$ cat src/rtl/slot_cfg_pkg.sv
// Shared types and constants for the slot-configuration scheduler.
// Latency: n/a (declarations only).
// Backpressure: n/a.
package slot_cfg_pkg;

  localparam int SLOT_W = 3;  // eight virtual slots
  localparam int CARD_W = 8;  // card-ID width

  typedef enum logic [2:0] {
    IDLE,
    RD1,
    RD2,
    WR,
    HOLDOFF,
    RECONFIG,
    BUSY
  } slot_cfg_state_t;

endpackage

$ cat src/rtl/slot_cfg_sched_if.sv
// Requester and config-port bundle of the slot-configuration scheduler.
// Latency: n/a (wiring only).
// Backpressure: req is held by a requester until its ack pulse.
// Ports: req/req_wr/req_slot/req_card/cfg_card_o (+wp_mask when
// SLOTCFG_WRITE_PROTECT_EN) flow into the scheduler; ack/ack_err/rd_card,
// cfg_slot/cfg_wr/cfg_card_i/cfg_reconfig and busy flow out of it.
interface slot_cfg_sched_if #(
  parameter int NUM_REQ = 3
);
  import slot_cfg_pkg::*;

  logic [NUM_REQ-1:0]        req;
  logic [NUM_REQ-1:0]        req_wr;
  logic [NUM_REQ*SLOT_W-1:0] req_slot;
  logic [NUM_REQ*CARD_W-1:0] req_card;
  logic [NUM_REQ-1:0]        ack;
  logic                      ack_err;
  logic [CARD_W-1:0]         rd_card;
  logic [SLOT_W-1:0]         cfg_slot;
  logic                      cfg_wr;
  logic [CARD_W-1:0]         cfg_card_i;
  logic [CARD_W-1:0]         cfg_card_o;
  logic                      cfg_reconfig;
  logic                      busy;
`ifdef SLOTCFG_WRITE_PROTECT_EN
  logic [7:0]                wp_mask;
`endif

  // Requesters plus the slot controller's config port.
  modport master (
`ifdef SLOTCFG_WRITE_PROTECT_EN
    output wp_mask,
`endif
    output req, req_wr, req_slot, req_card, cfg_card_o,
    input  ack, ack_err, rd_card, cfg_slot, cfg_wr, cfg_card_i, cfg_reconfig, busy
  );

  // The scheduler itself.
  modport slave (
`ifdef SLOTCFG_WRITE_PROTECT_EN
    input  wp_mask,
`endif
    input  req, req_wr, req_slot, req_card, cfg_card_o,
    output ack, ack_err, rd_card, cfg_slot, cfg_wr, cfg_card_i, cfg_reconfig, busy
  );

endinterface

$ cat src/rtl/slot_cfg_sched_rr_arbiter.sv
// Round-robin arbiter: picks the first request at or after the search pointer.
// Latency: combinational grant; pointer advances on the clock when upd_i is high.
// Backpressure: none; losers simply keep requesting.
// Ports: req_i, upd_i in; gnt_oh_o, gnt_idx_o, gnt_vld_o out.
module rr_arbiter #(
  parameter int N = 3
) (
  input  logic                 clk,
  input  logic                 rst_n,
  input  logic [N-1:0]         req_i,
  input  logic                 upd_i,
  output logic [N-1:0]         gnt_oh_o,
  output logic [$clog2(N)-1:0] gnt_idx_o,
  output logic                 gnt_vld_o
);
  localparam int IDX_W = $clog2(N);

  // Pointer holds the first index to search, i.e. one past the last winner.
  logic [IDX_W-1:0] ptr_q, ptr_d;
  logic [IDX_W-1:0] idx;
  logic             found;
  logic [IDX_W:0]   j;  // one spare bit so ptr+k can wrap cleanly

  always_comb begin
    found = 1'b0;
    idx   = '0;
    j     = '0;
    for (int k = 0; k < N; k++) begin
      j = {1'b0, ptr_q} + (IDX_W+1)'(k);
      if (j >= (IDX_W+1)'(N)) j = j - (IDX_W+1)'(N);
      if (!found && req_i[j[IDX_W-1:0]]) begin
        found = 1'b1;
        idx   = j[IDX_W-1:0];
      end
    end
  end

  assign gnt_vld_o = found;
  assign gnt_idx_o = idx;
  assign gnt_oh_o  = found ? (N'(1) << idx) : '0;

  always_comb begin
    ptr_d = ptr_q;
    if (upd_i && found) ptr_d = (idx == IDX_W'(N-1)) ? '0 : idx + IDX_W'(1);
  end

  always_ff @(posedge clk or negedge rst_n) begin
    if (!rst_n) ptr_q <= '0;
    else        ptr_q <= ptr_d;
  end

endmodule

$ cat src/rtl/slot_cfg_sched.sv
// Shares the slotmaker config port between NUM_REQ requesters; coalesces writes into one reconfig.
// Latency: read ack grant+2, write ack grant+1; reconfig HOLDOFF_CYCLES idle cycles after last write.
// Backpressure: requests wait (held) while an access, HOLDOFF arbitration or BUSY blocks them.
// Ports: clk_logic, system_reset_n; bus (slave modport) carries requester and config-port signals.
// Optional macro SLOTCFG_WRITE_PROTECT_EN adds bus.wp_mask and write rejection via ack_err.
module slot_cfg_sched #(
  parameter int NUM_REQ        = 3,
  parameter int HOLDOFF_CYCLES = 16,
  parameter int BUSY_CYCLES    = 20
) (
  input  logic            clk_logic,
  input  logic            system_reset_n,
  slot_cfg_sched_if.slave bus
);
  import slot_cfg_pkg::*;

  localparam int IDX_W   = $clog2(NUM_REQ);
  localparam int CNT_MAX = (HOLDOFF_CYCLES > BUSY_CYCLES) ? HOLDOFF_CYCLES : BUSY_CYCLES;
  localparam int CNT_W   = $clog2(CNT_MAX);

  slot_cfg_state_t   state_q, state_d;
  logic [IDX_W-1:0]  gnt_idx_q, gnt_idx_d;
  logic [SLOT_W-1:0] slot_q, slot_d;
  logic [CARD_W-1:0] card_q, card_d;
  logic              pending_q, pending_d;
  logic [CNT_W-1:0]  cnt_q, cnt_d;
  logic [NUM_REQ-1:0] ack_q, ack_d;
  logic              ack_err_q, ack_err_d;
  logic [CARD_W-1:0] rd_card_q, rd_card_d;

  logic [NUM_REQ-1:0] arb_req, arb_oh;
  logic [IDX_W-1:0]   arb_idx;
  logic               arb_vld, arb_upd;
  logic               wp_hit;
  logic [SLOT_W-1:0]  cfg_slot_c;
  logic [CARD_W-1:0]  cfg_card_c;
  logic               cfg_wr_c, cfg_reconfig_c;

  // A requester that sees its ack drops req one cycle later; masking it for
  // that cycle keeps a registered requester from being granted twice.
  assign arb_req = bus.req & ~ack_q;

  rr_arbiter #(.N(NUM_REQ)) u_arb (
    .clk       (clk_logic),
    .rst_n     (system_reset_n),
    .req_i     (arb_req),
    .upd_i     (arb_upd),
    .gnt_oh_o  (arb_oh),
    .gnt_idx_o (arb_idx),
    .gnt_vld_o (arb_vld)
  );

`ifdef SLOTCFG_WRITE_PROTECT_EN
  assign wp_hit = bus.wp_mask[slot_q];
`else
  assign wp_hit = 1'b0;
`endif

  always_comb begin
    state_d        = state_q;
    gnt_idx_d      = gnt_idx_q;
    slot_d         = slot_q;
    card_d         = card_q;
    pending_d      = pending_q;
    cnt_d          = cnt_q;
    ack_d          = '0;
    ack_err_d      = 1'b0;
    rd_card_d      = rd_card_q;
    arb_upd        = 1'b0;
    cfg_slot_c     = '0;
    cfg_card_c     = '0;
    cfg_wr_c       = 1'b0;
    cfg_reconfig_c = 1'b0;

    case (state_q)
      IDLE: begin
        if (arb_vld) begin
          arb_upd = 1'b1;
          state_d = (|(arb_oh & bus.req_wr)) ? WR : RD1;
        end
      end
      RD1: begin
        cfg_slot_c = slot_q;
        state_d    = RD2;
      end
      RD2: begin
        // slotmaker registers card_o, so it is valid one cycle after cfg_slot.
        rd_card_d = bus.cfg_card_o;
        ack_d     = NUM_REQ'(1) << gnt_idx_q;
        state_d   = pending_q ? HOLDOFF : IDLE;
      end
      WR: begin
        ack_d = NUM_REQ'(1) << gnt_idx_q;
        if (wp_hit) begin
          ack_err_d = 1'b1;
          state_d   = pending_q ? HOLDOFF : IDLE;
        end else begin
          cfg_slot_c = slot_q;
          cfg_card_c = card_q;
          cfg_wr_c   = 1'b1;
          pending_d  = 1'b1;
          cnt_d      = CNT_W'(HOLDOFF_CYCLES - 1);
          state_d    = HOLDOFF;
        end
      end
      HOLDOFF: begin
        if (cnt_q != '0) cnt_d = cnt_q - CNT_W'(1);
        // A request arriving together with expiry wins; reconfig waits.
        if (arb_vld) begin
          arb_upd = 1'b1;
          state_d = (|(arb_oh & bus.req_wr)) ? WR : RD1;
        end else if (cnt_q == '0) begin
          state_d = RECONFIG;
        end
      end
      RECONFIG: begin
        // Single-cycle pulse: slotmaker edge-detects and would stall on a level.
        cfg_reconfig_c = 1'b1;
        pending_d      = 1'b0;
        cnt_d          = CNT_W'(BUSY_CYCLES - 1);
        state_d        = BUSY;
      end
      BUSY: begin
        if (cnt_q == '0) state_d = IDLE;
        else             cnt_d   = cnt_q - CNT_W'(1);
      end
      default: state_d = IDLE;
    endcase

    if (arb_upd) begin
      gnt_idx_d = arb_idx;
      slot_d    = bus.req_slot[arb_idx*SLOT_W +: SLOT_W];
      card_d    = bus.req_card[arb_idx*CARD_W +: CARD_W];
    end
  end

  always_ff @(posedge clk_logic or negedge system_reset_n) begin
    if (!system_reset_n) begin
      state_q   <= IDLE;
      gnt_idx_q <= '0;
      slot_q    <= '0;
      card_q    <= '0;
      pending_q <= 1'b0;
      cnt_q     <= '0;
      ack_q     <= '0;
      ack_err_q <= 1'b0;
      rd_card_q <= '0;
    end else begin
      state_q   <= state_d;
      gnt_idx_q <= gnt_idx_d;
      slot_q    <= slot_d;
      card_q    <= card_d;
      pending_q <= pending_d;
      cnt_q     <= cnt_d;
      ack_q     <= ack_d;
      ack_err_q <= ack_err_d;
      rd_card_q <= rd_card_d;
    end
  end

  assign bus.ack          = ack_q;
  assign bus.ack_err      = ack_err_q;
  assign bus.rd_card      = rd_card_q;
  assign bus.cfg_slot     = cfg_slot_c;
  assign bus.cfg_wr       = cfg_wr_c;
  assign bus.cfg_card_i   = cfg_card_c;
  assign bus.cfg_reconfig = cfg_reconfig_c;
  assign bus.busy         = (state_q == HOLDOFF) || (state_q == RECONFIG) || (state_q == BUSY);

endmodule

$ cat src/flat_wrapper.sv
// flat-port wrapper written by rule: the top's interface ports become plain ports
module slot_cfg_sched_flat import slot_cfg_pkg::*;
#(
  parameter int NUM_REQ        = 3,
  parameter int HOLDOFF_CYCLES = 16,
  parameter int BUSY_CYCLES    = 20
)
  (clk_logic, system_reset_n, bus_req, bus_req_wr, bus_req_slot, bus_req_card, bus_cfg_card_o, bus_ack, bus_ack_err, bus_rd_card, bus_cfg_slot, bus_cfg_wr, bus_cfg_card_i, bus_cfg_reconfig, bus_busy);
  slot_cfg_sched_if #(.NUM_REQ(NUM_REQ)) bus_i ();
  input  logic clk_logic;
  input  logic system_reset_n;
  input wire logic [$bits(bus_i.req)-1:0] bus_req;
  input wire logic [$bits(bus_i.req_wr)-1:0] bus_req_wr;
  input wire logic [$bits(bus_i.req_slot)-1:0] bus_req_slot;
  input wire logic [$bits(bus_i.req_card)-1:0] bus_req_card;
  input wire logic [$bits(bus_i.cfg_card_o)-1:0] bus_cfg_card_o;
  output wire logic [$bits(bus_i.ack)-1:0] bus_ack;
  output wire logic [$bits(bus_i.ack_err)-1:0] bus_ack_err;
  output wire logic [$bits(bus_i.rd_card)-1:0] bus_rd_card;
  output wire logic [$bits(bus_i.cfg_slot)-1:0] bus_cfg_slot;
  output wire logic [$bits(bus_i.cfg_wr)-1:0] bus_cfg_wr;
  output wire logic [$bits(bus_i.cfg_card_i)-1:0] bus_cfg_card_i;
  output wire logic [$bits(bus_i.cfg_reconfig)-1:0] bus_cfg_reconfig;
  output wire logic [$bits(bus_i.busy)-1:0] bus_busy;
  assign bus_i.req = bus_req;
  assign bus_i.req_wr = bus_req_wr;
  assign bus_i.req_slot = bus_req_slot;
  assign bus_i.req_card = bus_req_card;
  assign bus_i.cfg_card_o = bus_cfg_card_o;
  assign bus_ack = bus_i.ack;
  assign bus_ack_err = bus_i.ack_err;
  assign bus_rd_card = bus_i.rd_card;
  assign bus_cfg_slot = bus_i.cfg_slot;
  assign bus_cfg_wr = bus_i.cfg_wr;
  assign bus_cfg_card_i = bus_i.cfg_card_i;
  assign bus_cfg_reconfig = bus_i.cfg_reconfig;
  assign bus_busy = bus_i.busy;
  slot_cfg_sched #(.NUM_REQ(NUM_REQ), .HOLDOFF_CYCLES(HOLDOFF_CYCLES), .BUSY_CYCLES(BUSY_CYCLES)) u_core (.clk_logic(clk_logic), .system_reset_n(system_reset_n), .bus(bus_i));
endmodule
$ cat config.mk
export PLATFORM = sky130hd
export DESIGN_NAME = slot_cfg_sched_flat
export DESIGN_NICKNAME = d
export VERILOG_FILES = /design/src/rtl/slot_cfg_pkg.sv /design/src/rtl/slot_cfg_sched_if.sv /design/src/rtl/slot_cfg_sched_rr_arbiter.sv /design/src/rtl/slot_cfg_sched.sv /design/src/flat_wrapper.sv
export SDC_FILE = /design/constraint.sdc
export NUM_CORES = 1
export LEC_CHECK = 0
export CAP_MARGIN = 5
export CORE_ASPECT_RATIO = 1.5
export CORE_MARGIN = 5
export CORE_UTILIZATION = 25
export CTS_BUF_LIST = sky130_fd_sc_hd__clkbuf_8
export CTS_CLUSTER_SIZE = 28
export DETAILED_ROUTE_END_ITERATION = 6
export HOLD_SLACK_MARGIN = 0.06
export PLACE_DENSITY = 0.62
export SLEW_MARGIN = 20
export SYNTH_ARGS = -nofsm -noshare
export SYNTH_HDL_FRONTEND = slang
export SYNTH_SLANG_ARGS = --single-unit
$ cat constraint.sdc
create_clock -name clk_logic -period 2.24 [get_ports clk_logic]
set_input_delay 0.224 -clock clk_logic [delete_from_list [all_inputs] [get_ports clk_logic]]
set_output_delay 0.224 -clock clk_logic [all_outputs]
set_load 0.01 [all_outputs]
==> results of run 1 <==
layer usage:
metal / vias up / track usage [%] / wire length (um)
met3: 9 / 2.34 / 258
met5: - / 0 / 0
met4: 0 / 6.34 / 168
li1: 934 / - / -
met2: 53 / 23.1 / 3290
met1: 914 / 14.0 / 2520
registers in the layout, summed over array words and instances (netlist names):
name	count
u_core.bus.rd_card	8
u_core.card_q	8
u_core.cnt_q	5
u_core.bus.ack	3
u_core.slot_q	3
u_core.state_q	3
u_core.gnt_idx_q	2
u_core.u_arb.ptr_q	2
u_core.pending_q	1
cell usage in the layout (no fill, tap or decap), drive strengths merged, types with 2 or more instances in the layout:
| master | netlist | layout |
|---|---|---|
| a211oi | 4 | 4 |
| a21boi | 3 | 3 |
| a21oi | 14 | 14 |
| a221o | 13 | 13 |
| a22o | 11 | 11 |
| a311oi | 2 | 2 |
| a31o | 1 | 2 |
| a31oi | 2 | 2 |
| and2 | 12 | 13 |
| and3 | 2 | 2 |
| buf | 8 | 35 |
| clkbuf | 3 | 6 |
| clkdlybuf4s50 | 0 | 72 |
| dfrtp | 35 | 35 |
| ha | 4 | 4 |
| inv | 13 | 13 |
| mux2 | 8 | 8 |
| nand2 | 8 | 8 |
| nand2b | 8 | 8 |
| nor2 | 13 | 14 |
| nor2b | 5 | 5 |
| nor3 | 4 | 4 |
| o21ai | 9 | 9 |
| o21bai | 2 | 2 |
cell families (layout without fill, tap and decap cells):
logic type	count (synthesis)	count (layout)	share of synthesized area (%)
simple gates	56	58	15.5
mux	9	9	4.96
compound gates	66	67	26.5
other cells	1	1	0.186
fa+ha+maj	4	4	2.48
buf+inv	24	129	6.63
xor+xnor	1	1	0.434
flops	35	35	43.4
path summary, 6_finish.rpt:
path,slack [ns],endpoint,from
setup reg to reg,-0.006,u_core.card_q[4],u_core.u_arb.ptr_q[0]
hold reg to reg,0.46,u_core.bus.ack[0],u_core.gnt_idx_q[0]
setup / recovery,-0.006,u_core.card_q[4],u_core.u_arb.ptr_q[0]
max in group asynchronous,1.15,u_core.state_q[0],system_reset_n
hold / removal,0.46,u_core.bus.ack[0],u_core.gnt_idx_q[0]
min in group asynchronous,0.54,u_core.bus.rd_card[0],system_reset_n
final cells by class:
class | instances | area, sq um | share of cell area (%)
timing repair buffer | 108 | 1020 | 30.5
inverter | 13 | 48.8 | 1.46
multi-input combinational | 140 | 1150 | 34.4
clock buffer | 6 | 82.6 | 2.47
tap | 105 | 131 | 3.93
clock inverter | 2 | 35.0 | 1.05
sequential | 35 | 877 | 26.2
metrics by stage:
stage	total power, mW	TNS (ns)
global placement	3.92	-4.62
global route	5.51	-0.716
detailed placement	3.98	-4.92
floorplan	2.91	0
finish	5.13	-0.00634
CTS	4.97	0
power by group through the flow:
| stage | Sequential [mW] | Clock [mW] | Combinational [mW] |
|---|---|---|---|
| finish | 1.18 | 0.602 | 3.34 |
| global route | 1.23 | 0.639 | 3.64 |
| CTS | 1.18 | 0.617 | 3.18 |
| detailed placement | 1.18 | 0 | 2.80 |
| global placement | 1.17 | 0 | 2.75 |
| floorplan | 1.14 | 0 | 1.77 |
what timing repair did:
action                                  in CTS  in global routing
endpoints found under the hold margin       35                  0
endpoints found under the setup margin      14                 25
gates cloned                                 2                  1
hold buffers                                 1                  0
pin swaps                                    9                 11
setup buffers                                5                  3
gates resized for setup                     21                 11
==> impl_metrics.env, run 1 <==
export IMPL_status="finished, violations left"
export IMPL_violations="setup timing"
export IMPL_synthesis_nets=249
export IMPL_worst_hold_path_type="reg -> reg"
export IMPL_pwr_share_seq_pct=23.1
export IMPL_clk_pin_slew_worst_paths_ns=0.07
export IMPL_slew_violations=0
export IMPL_fin_crit_sh_pct=100
export IMPL_finish_utilization_pct=42.1
export IMPL_finalNetCount=356
export IMPL_path_buf_inv=3
export IMPL_slowest_delay_ns=0.42
export IMPL_avgSynthCellArea_sq_um=10.3
export IMPL_placed_cell_area_sq_um=3010
export IMPL_tritoncts="built"
export IMPL_slew_headroom_pct=46.8
export IMPL_synthesis_area_sq_um=2020
export IMPL_rows=40
export IMPL_cts_sinks=35
export IMPL_synth_distinct_cells=45
export IMPL_hold_slack_ns=0.458
export IMPL_endpoint_kind="register"
export IMPL_combPwrFrac_pct=65.2
export IMPL_routed_wl_mm=6.23
export IMPL_cp_top_family="compound AO/OA/AOI/OAI gates"
export IMPL_finalSetupViolCount=1
export IMPL_die_area_sq_um=10000
export IMPL_ant_nets=0
export IMPL_crit_arrival_ns=2.42
export IMPL_leakage_nw=1.40
export IMPL_p_sw_mw=1.97
export IMPL_gp_congestion=0.809
export IMPL_worstPathRequired_ns=2.42
export IMPL_track_usage_pct=12.7
export IMPL_tightest_slew_ns=0.798
export IMPL_yosysMostFrequentCell="dfrtp_1"
export IMPL_vias=1910
export IMPL_synth_common_cells="35 x dfrtp_1, 14 x a21oi_1, 13 x a221o_1, 12 x inv_1, 12 x nor2_1"
export IMPL_diodes=0
export IMPL_clk_path_buf_depth=2
export IMPL_drive_above_1_share_pct=26.0
export IMPL_rr_worst_depth=10
export IMPL_synth_ff_type="dfrtp_1"
export IMPL_hold_depth=1
export IMPL_hold_viol_final=0
export IMPL_dp_hpwl_mm=4.52
export IMPL_dp_cells=390
export IMPL_synth_top_cell_area_share_pct=43.4
export IMPL_fin_skew_ns=0.00978
export IMPL_p_per_area_nw_per_um2=1530
export IMPL_first_pass_iters=4
export IMPL_viasPerCell=4.67
export IMPL_dp_slack_ns=-0.412
export IMPL_crit_path_start_kind="register"
export IMPL_grt_pass1_vias=2065
export IMPL_worstPathMaxFanout=6
export IMPL_seq_area_frac_synth_pct=43.4
export IMPL_antenna_found_initial=0
export IMPL_crit_chain="buf_6, ha_4, buf_6, nor2_2, a211oi_4, a211oi_4, a31oi_4, buf_4, and2_4, a221o_1"
export IMPL_wl_per_cell_um=15.2
export IMPL_htree_num_levels=2
export IMPL_die_h_um=120
export IMPL_timing_final_ws_setup_ns=-0.00634
export IMPL_drc=0
export IMPL_clock_latency_ns=0.30
export IMPL_min_period_ns=2.25
export IMPL_synth_top_cells_by_area="dfrtp_1 43%, a221o_1 6.4%, a22o_1 4.8%, mux2_2 4.5%, a21oi_1 3.5%"
export IMPL_io_pins=75
export IMPL_cts_made_buffers=5
export IMPL_grt_pass1_wl_mm=10.1
export IMPL_power_internal_mw=3.16
export IMPL_grt_max_degree=36
export IMPL_synth_edff_count=0
export IMPL_design_core_area_sq_um=7960
export IMPL_cts_root_buffer_cell="clkbuf_8"
export IMPL_grt_overflow_total=0
export IMPL_sw_frac_of_total_pct=38.4
export IMPL_initial_core_util_pct=25.4
export IMPL_netlist_instances=196
export IMPL_clockPowerShare_pct=11.7
export IMPL_cap_violations=0
export IMPL_fin_cells=409
export IMPL_fillers=782
export IMPL_ys_seq_elements=35
export IMPL_io_buffers=73
export IMPL_yosysWarnings=0
export IMPL_drtIter0Drc=102
export IMPL_fmax_mhz=445
export IMPL_die_w_um=83.4
export IMPL_path_class="reg -> reg"
export IMPL_peakVddDrop_v=0.000694
export IMPL_rsz0062_at_grt="yes"
export IMPL_synth_top_cell_by_area="dfrtp_1"
export IMPL_async_reset_ff_share_pct=100
export IMPL_area_delta_synth_final_pct=65.7
export IMPL_crit_slowest_cell="dfrtp_1"
export IMPL_crit_cells=10
export IMPL_final_area_sq_um=3350
Power figures use the tool's default switching activity.
==> run 2, diff against run 1 <==
Settings changed: CAP_MARGIN 5 to unset, PLACE_DENSITY 0.62 to 0.6.
Clock period 2.24 ns to 2.88 ns, I/O delays scaled along.
==> run 2 against run 1 <==
Net effect: the run now ends clean; register-to-register slack gained 0.37 ns; largest cell class unchanged; sequential power is 22% lower; die area is the same; clock power is 43% lower; non-clock buffer count is 33 lower; first-iteration DRC count is 40% lower.
==> impl_metrics.env, run 2 (synthesized netlist as in run 1, its figures left out) <==
export IMPL_status="completed"
export IMPL_grt_pass1_wl_mm=8.97
export IMPL_tns_ns=0
export IMPL_worstPathMaxFanout=11
export IMPL_finalNetCount=320
export IMPL_timing_final_ws_setup_ns=0.361
export IMPL_rr_worst_depth=8
export IMPL_design_core_area_sq_um=7960
export IMPL_crit_path_start_kind="register"
export IMPL_tritoncts="built"
export IMPL_final_cell_mix="72 x clkdlybuf4s50_1, 35 x dfrtp_1, 14 x a21oi_1"
export IMPL_p_per_area_nw_per_um2=1070
export IMPL_drive_above_1_share_pct=11.6
export IMPL_io_buffers=73
export IMPL_slew_violations=0
export IMPL_track_usage_pct=11.1
export IMPL_crit_path_start="u_core.u_arb.ptr_q[0]"
export IMPL_finish_utilization_pct=36.4
export IMPL_dp_hpwl_mm=4.24
export IMPL_total_power_mw=3.11
export IMPL_dp_slack_ns=0.111
export IMPL_fin_skew_ns=0.00698
export IMPL_worst_hold_path_type="in -> async"
export IMPL_first_pass_iters=4
export IMPL_final_common_cell="clkdlybuf4s50_1"
export IMPL_ant_nets=0
export IMPL_peakVddDrop_v=0.000408
export IMPL_final_area_sq_um=2900
export IMPL_die_w_um=83.4
export IMPL_antenna_found_initial=0
export IMPL_clk_path_buf_depth=2
export IMPL_hold_buffers=0
export IMPL_drc=0
export IMPL_tightest_slew_ns=0.793
export IMPL_diodes=0
export IMPL_worstReg2RegStart="u_core.u_arb.ptr_q[0]"
export IMPL_ff2ff_setup_slack_ns=0.36
export IMPL_rows=40
export IMPL_cap_violations=0
export IMPL_vias=1756
export IMPL_crit_arrival_ns=2.74
export IMPL_placed_cell_area_sq_um=2810
export IMPL_path_class="reg -> reg"
export IMPL_initial_core_util_pct=25.4
export IMPL_clock_latency_ns=0.29
export IMPL_clk_pin_slew_worst_paths_ns=0.07
export IMPL_gp_congestion=0.838
export IMPL_fmax_mhz=397
export IMPL_worstPathRequired_ns=3.10
export IMPL_timing_rr_end="u_core.card_q[7]"
export IMPL_hold_viol_final=0
export IMPL_htree_num_levels=2
export IMPL_grt_overflow_total=0
export IMPL_cts_sinks=35
export IMPL_area_delta_synth_final_pct=43.4
export IMPL_cts_root_buffer_cell="clkbuf_8"
export IMPL_leakage_nw=1.20
export IMPL_io_pins=75
export IMPL_viasPerCell=4.71
export IMPL_fin_crit_sh_pct=87.5
export IMPL_routed_wl_mm=5.45
export IMPL_cts_made_buffers=5
export IMPL_grt_pass1_vias=1877
export IMPL_drtIter0Drc=61
export IMPL_min_period_ns=2.52
export IMPL_die_area_sq_um=10000
export IMPL_endpoint_kind="register"
export IMPL_endpoint="u_core.card_q[7]"
export IMPL_finalSetupViolCount=0
export IMPL_grt_max_degree=36
export IMPL_slew_headroom_pct=47.2
export IMPL_die_h_um=120
export IMPL_rsz0062_at_grt="no"
export IMPL_wl_per_cell_um=14.6
## run 2: worst max-delay path, stage by stage, from the launching register on
cell	delay (ns)
dfrtp_1	0.37
inv_1	0.07
ha_1	0.51
nand4bb_2	0.20
or2b_1	0.27
o32a_1	0.31
nor2_2	0.41
a22o_1	0.20
a221o_1	0.11
## run 2: how the worst min path moves through the flow
stage	slack (ns)	cells after the start	from	endpoint
floorplan	-0.008	0	system_reset_n	u_core.bus.ack[0]
global placement	0.42	1	system_reset_n	u_core.bus.ack[1]
detailed placement	0.42	1	system_reset_n	u_core.bus.ack[1]
CTS	0.11	1	system_reset_n	u_core.bus.ack[1]
global route	0.16	1	system_reset_n	u_core.slot_q[0]
finish	0.08	1	system_reset_n	u_core.bus.ack[1]
## run 2: power by group
part | total [mW] | internal, mW | switching [mW]
Sequential | 0.924 | 0.744 | 0.180
Clock | 0.346 | 0.166 | 0.181
Combinational | 1.84 | 0.931 | 0.906
Total | 3.11 | 1.84 | 1.27
## run 2: what timing repair did
item,CTS,global route
endpoints found under the setup margin,0,11
resized for setup,0,2
buffers inserted,0,0
## run 2: stage by stage
stage                     hold slack (ns)  std cells
after CTS                           0.110        373
after detailed placement            0.422        365
after global placement              0.424        365
after floorplan                  -0.00759        196
after global routing                0.159        373
final                              0.0795        373
## run 2: metal layers
layer / wire length (um) / vias up / global-route usage, %
met5: 0 / - / 0
met4: 121 / 0 / 5.01
met3: 287 / 10 / 2.47
met2: 2890 / 45 / 20.0
met1: 2150 / 851 / 12.3
li1: - / 850 / -
## run 2: final cells by class
type	count	area (sq um)
clock buffers	5	68.8
clock inverters	3	15.0
fillers	829	5060
inverters	13	48.8
multi-input cells	137	1010
flip-flops and latches	35	876
well taps	105	131
repair buffers	75	741
==> run 3, diff against run 2 <==
Settings changed: CTS_CLUSTER_SIZE 28 to 14, SETUP_SLACK_MARGIN set to 0.1, SYNTH_HIERARCHICAL set to 1.
==> run 3 against run 2 <==
Net effect: largest power group unchanged; critical path type unchanged; fmax down 0.72%; final cell count is 4.0% higher; clock power decreased by 3%.
==> impl_metrics.env, run 3 <==
export IMPL_crit_arrival_ns=2.73
export IMPL_yosysMostFrequentCell="dfrtp_1"
export IMPL_finalNetCount=333
export IMPL_final_cell_mix="72 x clkdlybuf4s50_1, 35 x dfrtp_1, 15 x a21oi_1"
export IMPL_avgSynthCellArea_sq_um=10.3
export IMPL_tritoncts="built"
export IMPL_synth_ff_type="dfrtp_1"
export IMPL_die_area_sq_um=10500
export IMPL_endpoint_kind="register"
export IMPL_clk_path_buf_depth=2
export IMPL_tns_ns=0
export IMPL_fin_crit_sh_pct=88.1
export IMPL_initial_core_util_pct=25.3
export IMPL_worstPathRequired_ns=3.08
export IMPL_synth_top_cell_by_area="dfrtp_1"
export IMPL_gp_congestion=0.755
export IMPL_worstPathMaxFanout=10
export IMPL_combPwrFrac_pct=58.7
export IMPL_hold_viol_final=0
export IMPL_async_reset_ff_share_pct=100
export IMPL_synth_top_cell_area_share_pct=41.3
export IMPL_vias=1817
export IMPL_synthesis_nets=259
export IMPL_finalSetupViolCount=0
export IMPL_wl_per_cell_um=14.5
export IMPL_synth_common_cells="35 x dfrtp_1, 15 x a21oi_1, 14 x nor2_1, 13 x and2_1, 12 x mux2i_1"
export IMPL_dp_hpwl_mm=4.29
export IMPL_seq_area_frac_synth_pct=41.3
export IMPL_crit_slowest_cell="or3b_2"
export IMPL_design_core_area_sq_um=8360
export IMPL_power_internal_mw=1.85
export IMPL_slew_headroom_pct=46.4
export IMPL_finish_utilization_pct=36.2
export IMPL_drive_above_1_share_pct=12.8
export IMPL_synth_top_cells_by_area="dfrtp_1 41%, mux2_2 5.8%, mux2i_1 5.7%, a2bb2oi_1 4.5%, and2_1 3.8%"
export IMPL_worst_hold_path_type="in -> async"
export IMPL_diodes=0
export IMPL_htree_num_levels=2
export IMPL_slowest_delay_ns=0.46
export IMPL_synthesis_area_sq_um=2120
export IMPL_rsz0062_at_grt="no"
export IMPL_track_usage_pct=10.4
export IMPL_fin_skew_ns=0.00444
export IMPL_die_h_um=123
export IMPL_first_pass_iters=4
export IMPL_yosysWarnings=6
export IMPL_cts_sinks=35
export IMPL_netlist_instances=206
export IMPL_tightest_slew_ns=0.804
export IMPL_slew_violations=0
export IMPL_grt_pass1_wl_mm=8.78
export IMPL_drtIter0Drc=85
export IMPL_pwr_share_seq_pct=30.3
export IMPL_viasPerCell=4.68
export IMPL_final_common_cell="clkdlybuf4s50_1"
export IMPL_drc=0
export IMPL_path_class="reg -> reg"
export IMPL_leakage_nw=1.23
export IMPL_cts_root_buffer_cell="clkbuf_8"
export IMPL_clk_pin_slew_worst_paths_ns=0.07
export IMPL_p_sw_mw=1.20
export IMPL_sw_frac_of_total_pct=39.4
export IMPL_fillers=847
export IMPL_io_buffers=73
export IMPL_io_pins=75
export IMPL_grt_max_degree=36
export IMPL_postCtsSetupRepairBufs=0
export IMPL_crit_chain="inv_1, ha_1, nor4b_2, o311a_1, a31oi_1, and2_1, a222oi_1, or3b_2, o221ai_1"
export IMPL_cts_made_buffers=5
export IMPL_crit_path_start_kind="register"
export IMPL_clock_latency_ns=0.28
export IMPL_p_per_area_nw_per_um2=1010
export IMPL_grt_overflow_total=0
export IMPL_min_period_ns=2.54
export IMPL_ant_nets=0
export IMPL_synth_distinct_cells=54
export IMPL_ys_seq_elements=35
export IMPL_cap_violations=0
export IMPL_status="completed"
export IMPL_peakVddDrop_v=0.000329
export IMPL_die_w_um=85.2
export IMPL_grt_pass1_vias=1863
export IMPL_area_delta_synth_final_pct=42.9
export IMPL_synth_edff_count=0
export IMPL_fmax_mhz=394
export IMPL_rows=41
export IMPL_clockPowerShare_pct=11.0
export IMPL_routed_wl_mm=5.62
export IMPL_antenna_found_initial=0
## run 3: changes by cell type in the layout (fill, tap and decap cells not counted), moves of 4 or more
cell	before	now
nor3b_1	0	4
nand3_1	0	4
a2bb2oi_1	0	11
o21ai_0	7	1
mux2i_1	1	12
a22o_1	11	1
a221o_1	13	0
buf_4	2	7
## run 3: kinds of logic (layout without fill, tap and decap cells)
family	count (synthesis)	count (layout)	share of synthesized area (%)
simple gates	67	67	19.8
compound gates	50	50	17.4
flops	35	35	41.3
mux	24	24	12.0
buf+inv	23	98	5.91
fa+ha+maj	6	6	3.31
other cells	1	1	0.177
## run 3: worst paths after layout
kind                            cells past startpoint             startpoint  slack [ns]           endpoint
worst max-delay path                                9  u_core/u_arb/ptr_q[0]        0.34  u_core/state_q[1]
worst min-delay path                                1         system_reset_n        0.09   u_core/card_q[6]
worst max register to register                      9  u_core/u_arb/ptr_q[0]        0.34  u_core/state_q[1]
worst min register to register                      1    u_core/gnt_idx_q[0]        0.48  u_core/bus.ack[2]
max in group asynchronous                           1         system_reset_n        2.28    u_core/cnt_q[0]
min in group clk_logic                              1    u_core/gnt_idx_q[0]        0.48  u_core/bus.ack[2]
## run 3: area by class of cell
type / count / area, sq um / share of cell area [%]
multi-input combinational: 148 / 1120 / 37.0
sequential: 35 / 876 / 28.9
timing repair buffer: 80 / 778 / 25.7
tap: 107 / 134 / 4.42
clock buffer: 5 / 68.8 / 2.27
inverter: 10 / 37.5 / 1.24
clock inverter: 3 / 12.5 / 0.413
## run 3: per-layer routing
metal	global-route usage [%]	vias to the layer above	wire length, um
met4	2.87	0	89
li1	-	889	-
met1	11.5	874	2170
met5	0	-	0
met2	19.3	47	3030
met3	2.96	7	331
## run 3: through the flow
step	hold WS [ns]	setup slack, ns	instance area, sq um	std cells	total power [mW]
CTS	0.121	0.324	3020	388	3.09
floorplan	-0.00759	0.337	2120	206	2.18
finish	0.0890	0.342	3030	388	3.05
detailed placement	0.438	0.243	2940	380	2.73
global route	0.145	0.229	3030	388	3.31
global placement	0.432	0.279	2940	380	2.69
## run 3: worst max-delay path, delay by kind of cell, from the launching register on
family,cells,cell delay [ns]
and+or+nand+nor,3,0.83
buffers and inverters,1,0.07
DFF,1,0.37
adders and majority gates,1,0.41
AOI/OAI and AO/OA,4,0.77
## run 3: power by group through the flow
stage / Clock (mW) / Combinational (mW) / Sequential (mW)
finish: 0.336 / 1.79 / 0.922
detailed placement: 0 / 1.80 / 0.930
CTS: 0.353 / 1.81 / 0.925
global placement: 0 / 1.76 / 0.926
floorplan: 0 / 1.30 / 0.880
global route: 0.371 / 1.98 / 0.960
## run 3: repair_timing
action,CTS,global route
resized for setup,0,1
hold buffers,0,0
setup endpoints to repair,0,5
